$ cat src/rtl/reg_writeback_queue_pkg.sv
// Shared widths and entry type for the register-file writeback queue.
// DATA_W/ADDR_W/NUM_REGS must match the register file they feed.
package reg_writeback_queue_pkg;

  localparam int unsigned DATA_W   = 16;
  localparam int unsigned ADDR_W   = 3;
  localparam int unsigned NUM_REGS = 2 ** ADDR_W;
  localparam int unsigned CNT_W    = ADDR_W + 1;
  localparam int unsigned DEPTH    = 4;

  typedef struct packed {
    logic [ADDR_W-1:0] addr;
    logic [DATA_W-1:0] data;
  } wb_entry_t;

endpackage

$ cat src/rtl/reg_writeback_queue_if.sv
// Writeback request ports, register-file write port and hazard/forwarding taps.
// slave = the queue itself, master = the producers/consumers around it.
interface reg_writeback_queue_if;
  import reg_writeback_queue_pkg::*;

  logic              mem_valid;
  logic              mem_ready;
  logic [ADDR_W-1:0] mem_addr;
  logic [DATA_W-1:0] mem_data;
  logic              alu_valid;
  logic              alu_ready;
  logic [ADDR_W-1:0] alu_addr;
  logic [DATA_W-1:0] alu_data;

  logic              Reg_Write;
  logic [ADDR_W-1:0] Reg_input_address;
  logic [DATA_W-1:0] Reg_input_data;

  logic [NUM_REGS-1:0] busy_mask;
  logic [ADDR_W-1:0]   fwd_addr;
  logic                fwd_hit;
  logic [DATA_W-1:0]   fwd_data;
  logic [CNT_W-1:0]    pending_count;

  modport slave (
    input  mem_valid, mem_addr, mem_data, alu_valid, alu_addr, alu_data, fwd_addr,
    output mem_ready, alu_ready, Reg_Write, Reg_input_address, Reg_input_data,
           busy_mask, fwd_hit, fwd_data, pending_count
  );

  modport master (
    output mem_valid, mem_addr, mem_data, alu_valid, alu_addr, alu_data, fwd_addr,
    input  mem_ready, alu_ready, Reg_Write, Reg_input_address, Reg_input_data,
           busy_mask, fwd_hit, fwd_data, pending_count
  );

endinterface

$ cat src/rtl/reg_writeback_queue_wb_fifo.sv
// Circular writeback buffer with a 0/1/2-entry push and 1-entry pop per cycle.
// Entries are presented oldest-first (index 0 = head) so callers can scan by age.
module reg_writeback_queue_wb_fifo
  import reg_writeback_queue_pkg::*;
#(
  parameter int unsigned Depth = DEPTH,
  localparam int unsigned PtrW = $clog2(Depth),
  localparam int unsigned CntW = PtrW + 1
) (
  input  logic            CLK,
  input  logic            Reset,
  input  logic [1:0]      push_cnt,
  input  wb_entry_t       wr_a,
  input  wb_entry_t       wr_b,
  input  logic            pop,
  output wb_entry_t       ord_entry [Depth],
  output logic [Depth-1:0] ord_valid,
  output logic [CntW-1:0] count
);

  wb_entry_t       mem_q [Depth];
  logic [PtrW-1:0] wr_ptr_q, rd_ptr_q;
  logic [CntW-1:0] count_q;

  // wr_a always lands first; wr_b only when two entries arrive together.
  always_ff @(posedge CLK) begin
    if (push_cnt != 2'd0) mem_q[wr_ptr_q] <= wr_a;
    if (push_cnt == 2'd2) mem_q[wr_ptr_q + PtrW'(1)] <= wr_b;
  end

  // Pointer arithmetic wraps naturally because Depth is a power of two.
  always_ff @(posedge CLK or posedge Reset) begin
    if (Reset) begin
      wr_ptr_q <= '0;
      rd_ptr_q <= '0;
      count_q  <= '0;
    end else begin
      wr_ptr_q <= wr_ptr_q + PtrW'(push_cnt);
      rd_ptr_q <= rd_ptr_q + PtrW'(pop);
      count_q  <= count_q + CntW'(push_cnt) - CntW'(pop);
    end
  end

  always_comb begin
    for (int unsigned k = 0; k < Depth; k++) begin
      ord_entry[k] = mem_q[rd_ptr_q + PtrW'(k)];
      ord_valid[k] = (CntW'(k) < count_q);
    end
  end

  assign count = count_q;

endmodule

$ cat src/rtl/reg_writeback_queue.sv
// Merges ALU and load-unit writebacks into one in-order register-file write stream,
// and exposes pending-write hazard mask and youngest-value forwarding.
module reg_writeback_queue
  import reg_writeback_queue_pkg::*;
#(
  parameter int unsigned Depth = DEPTH
) (
  input logic                  CLK,
  input logic                  Reset,
  reg_writeback_queue_if.slave bus
);

  localparam int unsigned CntW = $clog2(Depth) + 1;

  logic [CntW-1:0]  count, free;
  wb_entry_t        ord_entry [Depth];
  logic [Depth-1:0] ord_valid;
  logic             mem_take, alu_take, pop;
  logic [1:0]       push_cnt;
  wb_entry_t        mem_ent, alu_ent, wr_a;

  logic              wr_q;
  logic [ADDR_W-1:0] addr_q;
  logic [DATA_W-1:0] data_q;

  // Readiness looks only at the registered count; a same-edge pop is not credited.
  assign free          = CntW'(Depth) - count;
  assign bus.mem_ready = (free >= CntW'(1));
  assign bus.alu_ready = bus.mem_valid ? (free >= CntW'(2)) : (free >= CntW'(1));

  assign mem_take = bus.mem_valid & bus.mem_ready;
  assign alu_take = bus.alu_valid & bus.alu_ready;
  assign push_cnt = {1'b0, mem_take} + {1'b0, alu_take};
  assign mem_ent  = '{addr: bus.mem_addr, data: bus.mem_data};
  assign alu_ent  = '{addr: bus.alu_addr, data: bus.alu_data};
  assign wr_a     = mem_take ? mem_ent : alu_ent;
  assign pop      = (count != '0);

  reg_writeback_queue_wb_fifo #(
    .Depth(Depth)
  ) u_fifo (
    .CLK      (CLK),
    .Reset    (Reset),
    .push_cnt (push_cnt),
    .wr_a     (wr_a),
    .wr_b     (alu_ent),
    .pop      (pop),
    .ord_entry(ord_entry),
    .ord_valid(ord_valid),
    .count    (count)
  );

  always_ff @(posedge CLK or posedge Reset) begin
    if (Reset) begin
      wr_q   <= 1'b0;
      addr_q <= '0;
      data_q <= '0;
    end else begin
      wr_q <= pop;
      if (pop) begin
        addr_q <= ord_entry[0].addr;
        data_q <= ord_entry[0].data;
      end
    end
  end

  // Output stage is oldest; later matches in the age-ordered scan override it.
  always_comb begin
    bus.busy_mask = '0;
    bus.fwd_hit   = 1'b0;
    bus.fwd_data  = '0;
    if (wr_q) begin
      bus.busy_mask[addr_q] = 1'b1;
      if (addr_q == bus.fwd_addr) begin
        bus.fwd_hit  = 1'b1;
        bus.fwd_data = data_q;
      end
    end
    for (int unsigned k = 0; k < Depth; k++) begin
      if (ord_valid[k]) begin
        bus.busy_mask[ord_entry[k].addr] = 1'b1;
        if (ord_entry[k].addr == bus.fwd_addr) begin
          bus.fwd_hit  = 1'b1;
          bus.fwd_data = ord_entry[k].data;
        end
      end
    end
  end

  assign bus.Reg_Write         = wr_q;
  assign bus.Reg_input_address = addr_q;
  assign bus.Reg_input_data    = data_q;
  assign bus.pending_count     = CNT_W'(count);

endmodule

$ cat src/flat_wrapper.sv
// flat-port wrapper written by rule: the top's interface ports become plain ports
module reg_writeback_queue_flat import reg_writeback_queue_pkg::*;
#(
  parameter int unsigned Depth = DEPTH
)
  (CLK, Reset, bus_mem_valid, bus_mem_addr, bus_mem_data, bus_alu_valid, bus_alu_addr, bus_alu_data, bus_fwd_addr, bus_mem_ready, bus_alu_ready, bus_Reg_Write, bus_Reg_input_address, bus_Reg_input_data, bus_busy_mask, bus_fwd_hit, bus_fwd_data, bus_pending_count);
  reg_writeback_queue_if bus_i ();
  input logic CLK;
  input logic Reset;
  input wire logic [$bits(bus_i.mem_valid)-1:0] bus_mem_valid;
  input wire logic [$bits(bus_i.mem_addr)-1:0] bus_mem_addr;
  input wire logic [$bits(bus_i.mem_data)-1:0] bus_mem_data;
  input wire logic [$bits(bus_i.alu_valid)-1:0] bus_alu_valid;
  input wire logic [$bits(bus_i.alu_addr)-1:0] bus_alu_addr;
  input wire logic [$bits(bus_i.alu_data)-1:0] bus_alu_data;
  input wire logic [$bits(bus_i.fwd_addr)-1:0] bus_fwd_addr;
  output wire logic [$bits(bus_i.mem_ready)-1:0] bus_mem_ready;
  output wire logic [$bits(bus_i.alu_ready)-1:0] bus_alu_ready;
  output wire logic [$bits(bus_i.Reg_Write)-1:0] bus_Reg_Write;
  output wire logic [$bits(bus_i.Reg_input_address)-1:0] bus_Reg_input_address;
  output wire logic [$bits(bus_i.Reg_input_data)-1:0] bus_Reg_input_data;
  output wire logic [$bits(bus_i.busy_mask)-1:0] bus_busy_mask;
  output wire logic [$bits(bus_i.fwd_hit)-1:0] bus_fwd_hit;
  output wire logic [$bits(bus_i.fwd_data)-1:0] bus_fwd_data;
  output wire logic [$bits(bus_i.pending_count)-1:0] bus_pending_count;
  assign bus_i.mem_valid = bus_mem_valid;
  assign bus_i.mem_addr = bus_mem_addr;
  assign bus_i.mem_data = bus_mem_data;
  assign bus_i.alu_valid = bus_alu_valid;
  assign bus_i.alu_addr = bus_alu_addr;
  assign bus_i.alu_data = bus_alu_data;
  assign bus_i.fwd_addr = bus_fwd_addr;
  assign bus_mem_ready = bus_i.mem_ready;
  assign bus_alu_ready = bus_i.alu_ready;
  assign bus_Reg_Write = bus_i.Reg_Write;
  assign bus_Reg_input_address = bus_i.Reg_input_address;
  assign bus_Reg_input_data = bus_i.Reg_input_data;
  assign bus_busy_mask = bus_i.busy_mask;
  assign bus_fwd_hit = bus_i.fwd_hit;
  assign bus_fwd_data = bus_i.fwd_data;
  assign bus_pending_count = bus_i.pending_count;
  reg_writeback_queue #(.Depth(Depth)) u_core (.CLK(CLK), .Reset(Reset), .bus(bus_i));
endmodule
$ cat config.mk
export PLATFORM = sky130hd
export DESIGN_NAME = reg_writeback_queue_flat
export DESIGN_NICKNAME = d
export VERILOG_FILES = /design/src/rtl/reg_writeback_queue_pkg.sv /design/src/rtl/reg_writeback_queue_if.sv /design/src/rtl/reg_writeback_queue_wb_fifo.sv /design/src/rtl/reg_writeback_queue.sv /design/src/flat_wrapper.sv
export SDC_FILE = /design/constraint.sdc
export NUM_CORES = 1
export LEC_CHECK = 0
export ABC_AREA = 0
export ABC_CLOCK_PERIOD_IN_PS = 8740
export CAP_MARGIN = 20
export CELL_PAD_IN_SITES_DETAIL_PLACEMENT = 1
export CELL_PAD_IN_SITES_GLOBAL_PLACEMENT = 1
export CORE_ASPECT_RATIO = 0.6
export CORE_MARGIN = 2
export CORE_UTILIZATION = 38
export DETAILED_ROUTE_END_ITERATION = 10
export GPL_ROUTABILITY_DRIVEN = 0
export MAX_ROUTING_LAYER = met4
export PLACE_DENSITY_LB_ADDON = 0.1
export SETUP_SLACK_MARGIN = 0.4
export SYNTH_ARGS = -nofsm -noshare
export SYNTH_HDL_FRONTEND = slang
export SYNTH_HIERARCHICAL = 1
export SYNTH_SLANG_ARGS = --single-unit
$ cat constraint.sdc
create_clock -name CLK -period 8.74 [get_ports CLK]
set_clock_uncertainty 0.2 [all_clocks]
set_input_delay 1.748 -clock CLK [delete_from_list [all_inputs] [get_ports CLK]]
set_output_delay 1.748 -clock CLK [all_outputs]
set_load 0.02 [all_outputs]
======== Word-level counts from Yosys, hierarchy flattened ========
Memory sizes are Yosys's and may differ from the RTL's.
Cells that the tools add are included.
operators by class
  add/sub/neg operators ................... 10
  order comparisons ....................... 16
  equality and inequality tests ........... 6
  muxes and demuxes ....................... 41
  bitwise gates (word level) .............. 6
  reduce and logical (&&, ||, !) cells .... 7
operators by type and width
  operator                                                                             number
  16-bit two-way mux                                                                   10
  8-bit two-way mux                                                                    5
  8-bit bitwise OR                                                                     4
  3-bit by 4-bit < comparator with 1-bit output, second input constant                 5
  1-bit two-way mux                                                                    20
  19-bit two-way mux                                                                   1
  3-bit by 1-bit greater-or-equal comparator with 1-bit output, second input constant  6
  1-bit demux with 3-bit select                                                        5
  3-bit == test                                                                        5
  1-bit by 3-bit < comparator with 1-bit output, first input constant                  2
  2-bit by 3-bit < comparator with 1-bit output, first input constant                  2
  1-bit logical AND                                                                    5
  2-bit by 1-bit adder with 2-bit output, second input constant                        2
  2-bit adder, second input constant                                                   2
  3-bit by 2-bit adder with 3-bit output                                               1
  3-bit by 2-bit greater-or-equal comparator with 1-bit output, second input constant  1
  3-bit nonzero test                                                                   1
  3-bit by 1-bit subtractor with 3-bit output                                          1
  3-bit subtractor, first input constant                                               1
  1-bit by 1-bit adder with 2-bit output                                               1
  2-bit by 1-bit adder with 2-bit output                                               1
  2-bit adder                                                                          1
  1-bit AND                                                                            2
  2-bit == test, second input constant                                                 1
  2-bit nonzero test                                                                   1
word-level totals
  register bits ........................... 27
  RAM bits ................................ 76
  bits of input ports ..................... 45
  output and inout bits ................... 51
  logic and storage cells ................. 93
  memories ................................ 1
memory list
  memory               words  bits a word  rd ports  clocked after Yosys merged registers in  write ports  line                               text
  u_core.u_fifo.mem_q  4      19           4         0                                        2            reg_writeback_queue_wb_fifo.sv:21  wb_entry_t mem_q [Depth];

======== Depth between registers and ports, before layout ========
  depth after elaboration ................. 13
  depth in mapped cells ................... 16
  depth with buffers taken out ............ 15

======== By module ========
Netlist, hierarchy kept.
by module, submodules not included
  module                       instances  cells each  area each (sq um)  sequential area each (sq um)
  reg_writeback_queue_wb_fifo  1          296         5629.1             2457.4
  reg_writeback_queue          1          304         2555.0             500.5

======== Least setup slack after synthesis ========
Ideal clock, no wire load.
  path type ............................... input to output
  from .................................... input bus_fwd_addr[0]
  to ...................................... output bus_fwd_data[10]
  arrival time ............................ 3.392 ns
  data required time ...................... 6.792 ns
  slack ................................... 3.400 ns
  stages .................................. 7
  path buffers ............................ 3
  cell sequence ........................... buf_2 -> xor2_2 -> or4b_1 -> buf_2 -> buf_6 -> a311oi_2 -> o221ai_1
on the way
  longest elaborated chain between the ends .. 11
  elaborated cells on any way between the ends .. 15
  those cells by class .................... eq/ne (5); mux (10)
RTL lines
  what                    line                       text
  from (decl)             flat_wrapper.sv:16         input wire logic [$bits(bus_i.fwd_addr)-1:0] bus_fwd_addr;
  3-bit == test           reg_writeback_queue.sv:74  if (addr_q == bus.fwd_addr) begin
  16-bit two-way mux      reg_writeback_queue.sv:74
  16-bit two-way mux      reg_writeback_queue.sv:72  if (wr_q) begin
  16-bit two-way mux      reg_writeback_queue.sv:82  if (ord_entry[k].addr == bus.fwd_addr) begin
  16-bit two-way mux      reg_writeback_queue.sv:80  if (ord_valid[k]) begin
  16-bit two-way mux      reg_writeback_queue.sv:82
  16-bit two-way mux      reg_writeback_queue.sv:80
  16-bit two-way mux      reg_writeback_queue.sv:82
  16-bit two-way mux      reg_writeback_queue.sv:80
  16-bit two-way mux      reg_writeback_queue.sv:82
  16-bit two-way mux (*)  reg_writeback_queue.sv:80
  to (decl)               flat_wrapper.sv:24         output wire logic [$bits(bus_i.fwd_data)-1:0] bus_fwd_data;
Every way passes the cells marked *; elsewhere a longest branch is shown, timed or not.

======== Worst setup path after layout ========
  from .................................... input bus_fwd_addr[0]
  to ...................................... output bus_fwd_data[3]
The elaborated chain is that of the path after synthesis.

==> results.py <==
metrics = {
    "status": {
        "status": "finished clean",
    },
    "clocking": {
        "ctsHoldBuffers": 0,
        "tritoncts": "done",
        "numCtsBuffers": 9,
        "post_cts_buffers": 0,
        "cts.sinks": 103,
        "htreeDepth": 3,
        "clk_latency_ns": 0.36,
        "clk_path_buf_depth": 2,
        "cts_resized": 0,
        "clk_pin_slew_ns": 0.06,
        "cts-root-buf": "clkbuf_16",
    },
    "global_route": {
        "grt_max_degree": 46,
        "grt_usage": 0.2353,
        "antenna_found_initial": 0,
        "grt_pass1_vias": 5988,
        "grt_overflow": 0,
        "grt_pass1_wl_microns": 38580,
    },
    "sta": {
        "period_minus_slack_ns": 7.322,
        "finalSetupViolations": 0,
        "fin_crit_sh": 0.8377,
        "drv_slew": 0,
        "worst_slew_pin_slew_ns": 1.071,
        "maxSlewHeadroom": 0.2860,
        "rsz0062_at_grt": "false",
        "setup_tns_ns": 0,
        "fmax_mhz": 136.6,
        "hold_violations": 0,
    },
    "synth": {
        "yosysWarnings": 6,
        "synth_cell_type_count": 56,
        "synth-edff-count": 76,
        "syn-num-nets": 656,
        "syn_inst": 600,
        "syn_avg_cell_area_sq_um": 13.64,
        "synth_largest_area_cell": "edfxtp_1",
        "synth_seq_cells": 103,
        "synth_most_common_cell": "mux2_2",
        "synthFlopType": "edfxtp_1",
        "yosys-top-cells-area": "edfxtp_1, mux4_2, mux2_2",
        "synth_top_cell_area_share": 0.2789,
        "ys_seq_area_frac": 0.3614,
        "async_flop_share": 0.2621,
        "synthTopCellsByCount": "mux2_2, edfxtp_1, mux4_2",
        "synth.cell_area_sq_um": 8184,
    },
    "worst_hold_path": {
        "min_path_type": "reg2reg",
    },
    "drt": {
        "drt_iter0_drc": 646,
        "dr_total_vias": 5903,
        "wirelength_microns": 25780,
        "first_pass_iters": 5,
        "routedWlPerCell_microns": 27.19,
        "drc": 0,
        "wl_met2_microns": 10750,
        "wl_met3_microns": 1668,
        "highest_layer": "met4",
        "routed_via_density": 6.227,
        "wl_met1_microns": 13260,
        "ant_nets": 0,
    },
    "die": {
        "die_x_microns": 193.5,
        "die_y_microns": 117.7,
        "die-area_sq_um": 22770,
        "io_pins": 96,
        "rows": 41,
        "start_util": 0.3882,
        "core_sq_um": 21080,
    },
    "setup_path": {
        "critPathSlowestCell": "or4b_1",
        "worstSetupEndpointType": "output port",
        "crit_type": "in2out",
        "critPathMaxStageDelay_ns": 0.85,
        "cp_common_cell": "clkdlybuf4s50_1",
        "path_max_fanout": 17,
        "critPathBufInv": 2,
        "cp_cell_sequence": "clkdlybuf4s50_1, xor2_2, or4b_1, a311oi_1, o221ai_1, clkdlybuf4s50_1",
        "start_kind": "primary input",
        "path_delay_family": "buffers and inverters",
        "worstPathArrival_ns": 5.37,
        "cp.required_ns": 6.79,
    },
    "cells_and_area": {
        "fin_nets": 720,
        "syn_to_final_growth_pct": 16.76,
        "antenna_cells": 0,
        "drive_gt1_frac": 0.3483,
    },
    "run": {
        "max_cap_violations": 0,
    },
    "placed_design": {
        "dp_hpwl_microns": 17870,
        "portBuffers": 94,
    },
}
[state kept, by name (all words and copies together), names as in the netlist]
register,cells
u_core/bus.Reg_Write,1
u_core/bus.Reg_input_address,3
u_core/bus.Reg_input_data,16
u_core/u_fifo/count,3
u_core/u_fifo/mem_q,76
u_core/u_fifo/rd_ptr_q,2
u_core/u_fifo/wr_ptr_q,2
[final timing paths]
path                                                                start                                        end  slack, ns  cells after the start
worst min-delay path            u_core/bus.Reg_input_data[14]$_DFFE_PP0P_  u_core/bus.Reg_input_data[14]$_DFFE_PP0P_       0.42                      1
max in group asynchronous                                           Reset             u_core/bus.Reg_Write$_DFF_PP0_       5.98                      2
min in group asynchronous                                           Reset        u_core/u_fifo/wr_ptr_q[1]$_DFF_PP0_       1.48                      2
worst max register to register           u_core/u_fifo/count[0]$_DFF_PP0_        u_core/u_fifo/mem_q[3][7]$_DFFE_PP_       3.93                     11
worst max-delay path                                      bus_fwd_addr[0]                            bus_fwd_data[3]       1.42                      6
worst min register to register  u_core/bus.Reg_input_data[14]$_DFFE_PP0P_  u_core/bus.Reg_input_data[14]$_DFFE_PP0P_       0.42                      1
[cell usage in the layout (no fill, tap or decap), drive strengths merged, types with 3 or more instances in the layout]
cell	instances
and4	3
a32oi	3
nand4b	4
and3b	3
mux2	114
a31oi	3
mux4	76
buf	21
dfrtp	27
clkbuf	10
nor2b	9
nand3	8
xor2	5
nand2b	4
a311oi	16
clkdlybuf4s50	94
ha	10
nor2	8
nor4	16
xnor2	15
o211ai	17
edfxtp	76
nand4	8
nand2	39
inv	32
o221ai	16
[through the flow]
stage               hold WS (ns)  utilization  std cells  area [sq um]  worst slack [ns]
finish                    0.4245       0.4532        948          9555             1.418
global route              0.4432       0.4532        948          9555             1.241
CTS                       0.4239       0.4520        946          9529             1.416
detailed placement        0.4027       0.4386        930          9248             1.452
global placement          0.3859       0.4372        927          9218             1.494
floorplan                 0.2607            -        600          8184             3.400
[final cells by class]
cell class                 instances  area, sq um
clock buffer                      10        229.0
tap                              279        349.1
multi-input combinational        406         4733
sequential                       103         2965
clock inverter                     6        52.55
timing repair buffer             115         1117
fill                            2154        11530
inverter                          29        108.9
[routing by layer]
metal / vias to the layer above / track usage
met2: 225 / 0.3172
met1: 3124 / 0.3662
met4: 0 / 0.03674
met3: 8 / 0.04756
li1: 2546 / -
met5: - / -
[cells by family after synthesis]
| logic type | synth area share |
|---|---|
| xor+xnor | 0.02462 |
| compound gates | 0.07537 |
| other cells | 0.0004582 |
| fa+ha+maj | 0.01773 |
| simple gates | 0.08164 |
| flops | 0.3614 |
| buf+inv | 0.06237 |
| mux | 0.3764 |
Power is left out: the tool's default activity adds up to more than one toggle a clock period on the data nets, which glitch-free logic cannot reach.
